<file path="src/rtl/box_pkg.sv">
// box_pkg: FSM states, default geometry, button indices and position helpers for box_motion_ctrl
package box_pkg;
  typedef enum logic [1:0] {S_WAIT, S_MOVE, S_CLAMP} state_t;
  localparam int DEF_SCREEN_W = 640;
  localparam int DEF_SCREEN_H = 480;
  localparam int DEF_BOX_W = 100;
  localparam int DEF_BOX_H = 100;
  localparam int DEF_INIT_X = 270;
  localparam int DEF_INIT_Y = 190;
  localparam int BTN_RIGHT = 6;
  localparam int BTN_LEFT = 5;
  localparam int BTN_UP = 3;
  localparam int BTN_DOWN = 4;
  localparam int BTN_MODE = 1;
  function automatic logic signed [11:0] nudge(input logic [9:0] pos, input logic signed [1:0] d, input logic [11:0] s);
    return d == 2'sd1 ? $signed({2'b0, pos} + s) : d == -2'sd1 ? $signed({2'b0, pos} - s) : $signed({2'b0, pos});
  endfunction
  function automatic logic [9:0] clamp(input logic signed [11:0] v, input logic signed [11:0] hi);
    return v < 12'sd0 ? 10'd0 : v > hi ? hi[9:0] : v[9:0];
  endfunction
endpackage

</file>
<file path="src/rtl/btn_debounce.sv">
// btn_debounce: level follows raw only after raw has differed from it for CYCLES consecutive cycles
module btn_debounce #(
  parameter int CYCLES = 250000
) (
  input  logic clk_25mhz,
  input  logic rst_n,
  input  logic raw,
  output logic level
);
  localparam int W = $clog2(CYCLES + 1);
  logic [W-1:0] cnt;
  always_ff @(posedge clk_25mhz or negedge rst_n)
    if (!rst_n) begin
      cnt <= '0;
      level <= 1'b0;
    end else if (raw == level) cnt <= '0;
    else if (cnt == W'(CYCLES - 1)) begin
      cnt <= '0;
      level <= raw;
    end else cnt <= cnt + 1'b1;
endmodule

</file>
<file path="src/rtl/box_motion_ctrl.sv">
// box_motion_ctrl: once-per-frame box origin update with debounced buttons, acceleration and edge clamping
// Optional bounce mode built when BOX_BOUNCE_EN is defined.
module box_motion_ctrl import box_pkg::*; #(
  parameter int SCREEN_W = DEF_SCREEN_W,
  parameter int SCREEN_H = DEF_SCREEN_H,
  parameter int BOX_W = DEF_BOX_W,
  parameter int BOX_H = DEF_BOX_H,
  parameter int INIT_X = DEF_INIT_X,
  parameter int INIT_Y = DEF_INIT_Y,
  parameter int DEBOUNCE_CYCLES = 250000,
  parameter int ACCEL_FRAMES = 30,
  parameter int MAX_STEP = 4
) (
  input  logic       clk_25mhz,
  input  logic       rst_n,
  input  logic [7:0] btn,
  input  logic       vsync,
  output logic [9:0] box_x,
  output logic [9:0] box_y,
  output logic       upd,
  output logic       bounce
);
  localparam logic signed [11:0] X_MAX = 12'(SCREEN_W - BOX_W);
  localparam logic signed [11:0] Y_MAX = 12'(SCREEN_H - BOX_H);
  localparam int FW = $clog2(ACCEL_FRAMES + 1);
  localparam int SW = $clog2(MAX_STEP + 1);
  state_t state, nxt;
  logic vsync_q, tick, rt, lt, up, dn;
  logic signed [1:0] dx, dy, mdx, mdy;
  logic [SW-1:0] step, st;
  logic [FW-1:0] frames;
  logic signed [11:0] cx, cy;
  logic [9:0] nx, ny;
  btn_debounce #(.CYCLES(DEBOUNCE_CYCLES)) u_rt (.clk_25mhz(clk_25mhz), .rst_n(rst_n), .raw(btn[BTN_RIGHT]), .level(rt));
  btn_debounce #(.CYCLES(DEBOUNCE_CYCLES)) u_lt (.clk_25mhz(clk_25mhz), .rst_n(rst_n), .raw(btn[BTN_LEFT]), .level(lt));
  btn_debounce #(.CYCLES(DEBOUNCE_CYCLES)) u_up (.clk_25mhz(clk_25mhz), .rst_n(rst_n), .raw(btn[BTN_UP]), .level(up));
  btn_debounce #(.CYCLES(DEBOUNCE_CYCLES)) u_dn (.clk_25mhz(clk_25mhz), .rst_n(rst_n), .raw(btn[BTN_DOWN]), .level(dn));
  assign tick = vsync & ~vsync_q;
  assign mdx = (rt & ~lt) ? 2'sd1 : (lt & ~rt) ? -2'sd1 : 2'sd0;
  assign mdy = (dn & ~up) ? 2'sd1 : (up & ~dn) ? -2'sd1 : 2'sd0;
  assign st = bounce ? SW'(1) : step;
  assign nx = clamp(cx, X_MAX);
  assign ny = clamp(cy, Y_MAX);
`ifdef BOX_BOUNCE_EN
  logic md, md_q;
  logic signed [1:0] bdx, bdy;
  logic unused;
  assign unused = ^{btn[7], btn[2], btn[0]};
  btn_debounce #(.CYCLES(DEBOUNCE_CYCLES)) u_md (.clk_25mhz(clk_25mhz), .rst_n(rst_n), .raw(btn[BTN_MODE]), .level(md));
  always_ff @(posedge clk_25mhz or negedge rst_n)
    if (!rst_n) begin
      md_q <= 1'b0;
      bounce <= 1'b0;
      bdx <= 2'sd1;
      bdy <= 2'sd1;
    end else begin
      md_q <= md;
      if (md & ~md_q) begin
        bounce <= ~bounce;
        bdx <= 2'sd1;
        bdy <= 2'sd1;
      end else if (bounce && state == S_CLAMP) begin
        if (nx == 10'd0 || nx == X_MAX[9:0]) bdx <= -bdx;
        if (ny == 10'd0 || ny == Y_MAX[9:0]) bdy <= -bdy;
      end
    end
  assign dx = bounce ? bdx : mdx;
  assign dy = bounce ? bdy : mdy;
`else
  logic unused;
  assign unused = ^{btn[7], btn[2], btn[1], btn[0]};
  assign bounce = 1'b0;
  assign dx = mdx;
  assign dy = mdy;
`endif
  always_ff @(posedge clk_25mhz or negedge rst_n)
    if (!rst_n) state <= S_WAIT;
    else state <= nxt;
  always_comb nxt = state == S_WAIT ? (tick ? S_MOVE : S_WAIT) : state == S_MOVE ? S_CLAMP : S_WAIT;
  always_comb upd = state == S_CLAMP;
  // step used for this frame's move is the pre-increment value
  always_ff @(posedge clk_25mhz or negedge rst_n)
    if (!rst_n) begin
      vsync_q <= 1'b0;
      box_x <= 10'(INIT_X);
      box_y <= 10'(INIT_Y);
      step <= SW'(1);
      frames <= '0;
      cx <= '0;
      cy <= '0;
    end else begin
      vsync_q <= vsync;
      if (state == S_MOVE) begin
        cx <= nudge(box_x, dx, 12'(st));
        cy <= nudge(box_y, dy, 12'(st));
        if (bounce || !(rt | lt | up | dn)) begin
          step <= SW'(1);
          frames <= '0;
        end else if (frames == FW'(ACCEL_FRAMES - 1)) begin
          frames <= '0;
          if (step != SW'(MAX_STEP)) step <= step + 1'b1;
        end else frames <= frames + 1'b1;
      end
      if (state == S_CLAMP) begin
        box_x <= nx;
        box_y <= ny;
      end
    end
endmodule

</file>
<file path="config.mk">
export PLATFORM = sky130hd
export DESIGN_NAME = box_motion_ctrl
export DESIGN_NICKNAME = d
export VERILOG_FILES = /design/src/rtl/box_pkg.sv /design/src/rtl/btn_debounce.sv /design/src/rtl/box_motion_ctrl.sv
export SDC_FILE = /design/constraint.sdc
export NUM_CORES = 1
export LEC_CHECK = 0
export BUFFER_PORTS_ARGS = -buffer_cell sky130_fd_sc_hd__buf_2
export CAP_MARGIN = 20
export CORE_MARGIN = 2
export CORE_UTILIZATION = 56
export CTS_CLUSTER_DIAMETER = 80
export CTS_CLUSTER_SIZE = 28
export DETAILED_ROUTE_END_ITERATION = 8
export PLACE_DENSITY_LB_ADDON = 0.1
export SLEW_MARGIN = 30
export SYNTH_ARGS = -nofsm -noshare
export SYNTH_HDL_FRONTEND = slang
export SYNTH_SLANG_ARGS = --single-unit
export TNS_END_PERCENT = 100
</file>
<file path="constraint.sdc">
create_clock -name clk_25mhz -period 2.3 [get_ports clk_25mhz]
set_clock_uncertainty 0.15 [all_clocks]
set_input_delay 0.46 -clock clk_25mhz [delete_from_list [all_inputs] [get_ports clk_25mhz]]
set_output_delay 0.46 -clock clk_25mhz [all_outputs]
set_load 0.03 [all_outputs]
</file>
==> flow_metrics.tcl <==
set metrics [dict create \
    core_area_um2 12100 \
    finalNetCount 788 \
    grt_pass1_vias 4982 \
    drc 0 \
    drv_cap 0 \
    yosysTopAreaCellShare_pct 43.1 \
    synth_area_um2 6960 \
    yosysTopAreaCell "dfrtp_1" \
    setup_viol 0 \
    synth_seq_cells 131 \
    final_antenna_net_count 0 \
    status "finished, final reports clean" \
    final_common_cell "dfrtp_1" \
    p_per_area_nw_per_um2 707 \
    layout_setup_ws_ns 0.0963 \
    globalRouteOverflowTotal 0 \
    holdWs_ns 0.153 \
    post-route-period-util_pct 95.8 \
    swShare_pct 25.3 \
    grt_usage_pct 22.6 \
    synth_adder_area_share_pct 4.75 \
    yosys.area_share.simple_pct 22.7 \
    hold_viol_final 0 \
    via_count 5152 \
    die_x_um 115 \
    hp-class "input port to flop" \
    viasPerCell 5.52 \
    cp-end-kind "flop" \
    power_frac_clock_pct 44.2 \
    muxShareOfSynthArea_pct 1.13 \
    cp_max_fo 5 \
    use_met1_pct 31.0 \
    root_buffer "clkbuf_16" \
    start_util_pct 57.7 \
    ioPinCount 33 \
    cts_tree "yes" \
    antenna_found_initial 0 \
    synth_top_family_by_area "simple AND/OR/NAND/NOR gates" \
    wirelength_um 13800 \
    start_kind "flop" \
    max_stage_delay_ns 0.58 \
    fin_util_pct 65.8 \
    detail_route.wl_per_cell_um 14.8 \
    mostFrequentLayoutCells "dfrtp_1 (120), nor2_1 (110), nand2_1 (60)" \
    nFillCells 983 \
    grt_max_degree 45 \
    drt_iter0_drc 344 \
    clock_latency_ns 0.42 \
    htreeDepth 4 \
    cp_slowest_cell "dfstp_2" \
    synthFlopType "dfrtp_1" \
    gp_congestion 0.848 \
    p_sw_uw 1420 \
    p_comb_share_pct 9.4 \
    cp.arrival_ns 2.40 \
    place_ws_ns 0.0630 \
    p_leak_uw 0.00344 \
    layout_min_cycle_time_ns 2.20 \
    fin_tns_setup_ns 0 \
    place_inst 897 \
    cp_cell_sequence "ha_1 > nand2b_1 > a221oi_4 > a32oi_2 > or3_1 > a31oi_1" \
    avgSynthCellArea_um2 9.79 \
    grtUsageMet3_pct 5.23 \
    grt_pass1_wl_um 23800 \
    critPathBufInv 0 \
    synth.distinct_cells 65 \
    clk_pin_slew_ns 0.06 \
    dp_hpwl_um 9610 \
    intPower_uw 4190 \
    synth_warnings 0 \
    grt_use_met2_pct 35.6 \
    die_h_um 115 \
    synth_cells 711 \
    slew_headroom_pct 64.4 \
    synth.top_cells.by_area "dfrtp_1 (43%), nor2_1 (5.9%), xnor2_1 (5.3%)" \
    first_pass_iters 5 \
    ir_worst_vdd_uv 759 \
    layout-drive-gt1-share_pct 16.1 \
    synth_compound_area_share_pct 9.87 \
    seq_area_frac_synth_pct 47.3 \
    tightestPinTransition_ns 0.531 \
    grt-busiest-layer "met2" \
    instances_no_fill 934 \
    crit_required_ns 2.49 \
    dieArea_um2 13300 \
    seqPwrFrac_pct 46.3 \
    slew_viol_final 0 \
    synthArstFlopShare_pct 100 \
    critPathKind "flop to flop" \
    synth-edff-count 0 \
    cts_buffers 17 \
    fp-row-count 40 \
    crit_family "compound AO/OA/AOI/OAI gates" \
    syn2layout_area_growth_pct 14.1 \
    cts_buffer_depth 2 \
    fmax_mhz 454 \
    antennaDiodeCount 0 \
    clock_sinks 131 \
    portBuffers 27 \
    synth_xor_area_share_pct 10.3 \
    synth_fp_nets 746 \
]
==> metrics by stage <==
step | instance area (µm²) | total power (µW)
2_1_floorplan | 6960 | 2960
3_3_place_gp | 7310 | 3140
3_5_place_dp | 7310 | 3160
4_1_cts | 7880 | 5660
5_1_grt | 7940 | 5840
6_report | 7940 | 5610
==> synth_stat cells (12+ instances only) <==
cell type and instances:
nand4_1 20, dfrtp_1 120, clkbuf_1 12, nor2_1 110
o21ai_0 28, inv_1 26, nand3_1 29, xor2_1 40
a21oi_1 15, xnor2_1 42, nand2b_1 13, ha_1 20
nand2_1 60
==> path summary, 6_finish.rpt <==
check	from	to	slack [ns]	depth (start not counted)
worst min-delay path	btn[6]	u_rt.level$_DFFE_PN0P_	0.15	2
min in group asynchronous	rst_n	cx[9]$_DFFE_PN0P_	0.42	2
worst max register to register	box_y[1]$_DFFE_PN1P_	cy[9]$_DFFE_PN0P_	0.1	6
worst min register to register	vsync_q$_DFF_PN0_	state[0]$_DFF_PN0_	0.26	1
max in group asynchronous	rst_n	box_y[4]$_DFFE_PN1P_	0.93	3
worst max-delay path	box_y[1]$_DFFE_PN1P_	cy[9]$_DFFE_PN0P_	0.1	6
==> registers in the layout, summed over array words and instances (netlist names) <==
signal	count
state	2
st	3
box_y	10
u_up.cnt	18
cx	12
u_up.level	1
frames	5
box_x	10
u_lt.cnt	18
u_rt.level	1
u_rt.cnt	18
vsync_q	1
u_dn.cnt	18
cy	12
u_lt.level	1
u_dn.level	1
==> what timing repair did <==
action	CTS	global route
hold buffers	2	0
pin swaps	0	2
endpoints found under the hold margin	34	0
endpoints found under the setup margin	1	6
gates cloned	0	0
buffers inserted	0	3
resized for setup	1	7
==> layer usage <==
metal  part of all wire [%]  up-vias
met1                     48     2534
met3                    3.3       15
li1                       -     2530
met4                    1.4        0
met5                      0        -
met2                     47       73
==> layout make-up <==
type / count / area [µm²] / area share, %
sequential: 131 / 3290 / 41.5
timing repair buffer: 51 / 348 / 4.38
tap: 168 / 210 / 2.65
inverter: 27 / 103 / 1.29
clock inverter: 4 / 22.5 / 0.284
multi-input combinational: 525 / 3440 / 43.3
clock buffer: 28 / 527 / 6.64
==> logic make-up after synthesis <==
| family | Yosys count |
|---|---|
| and+or+nand+nor | 313 |
| DFF | 131 |
| AOI/OAI and AO/OA | 98 |
| xor gates and xnor gates | 82 |
| buffers and inverters | 55 |
| adders and majority gates | 24 |
| muxes | 7 |
| other | 1 |
==> power by group through the flow <==
stage	Clock, µW	Sequential, µW	Combinational (µW)
after floorplan	0	2670	299
after global placement	0	2630	519
after detailed placement	0	2630	530
after CTS	2530	2590	536
after global routing	2630	2620	593
final	2480	2600	529
No activity file was read; power rests on OpenSTA's default activity.
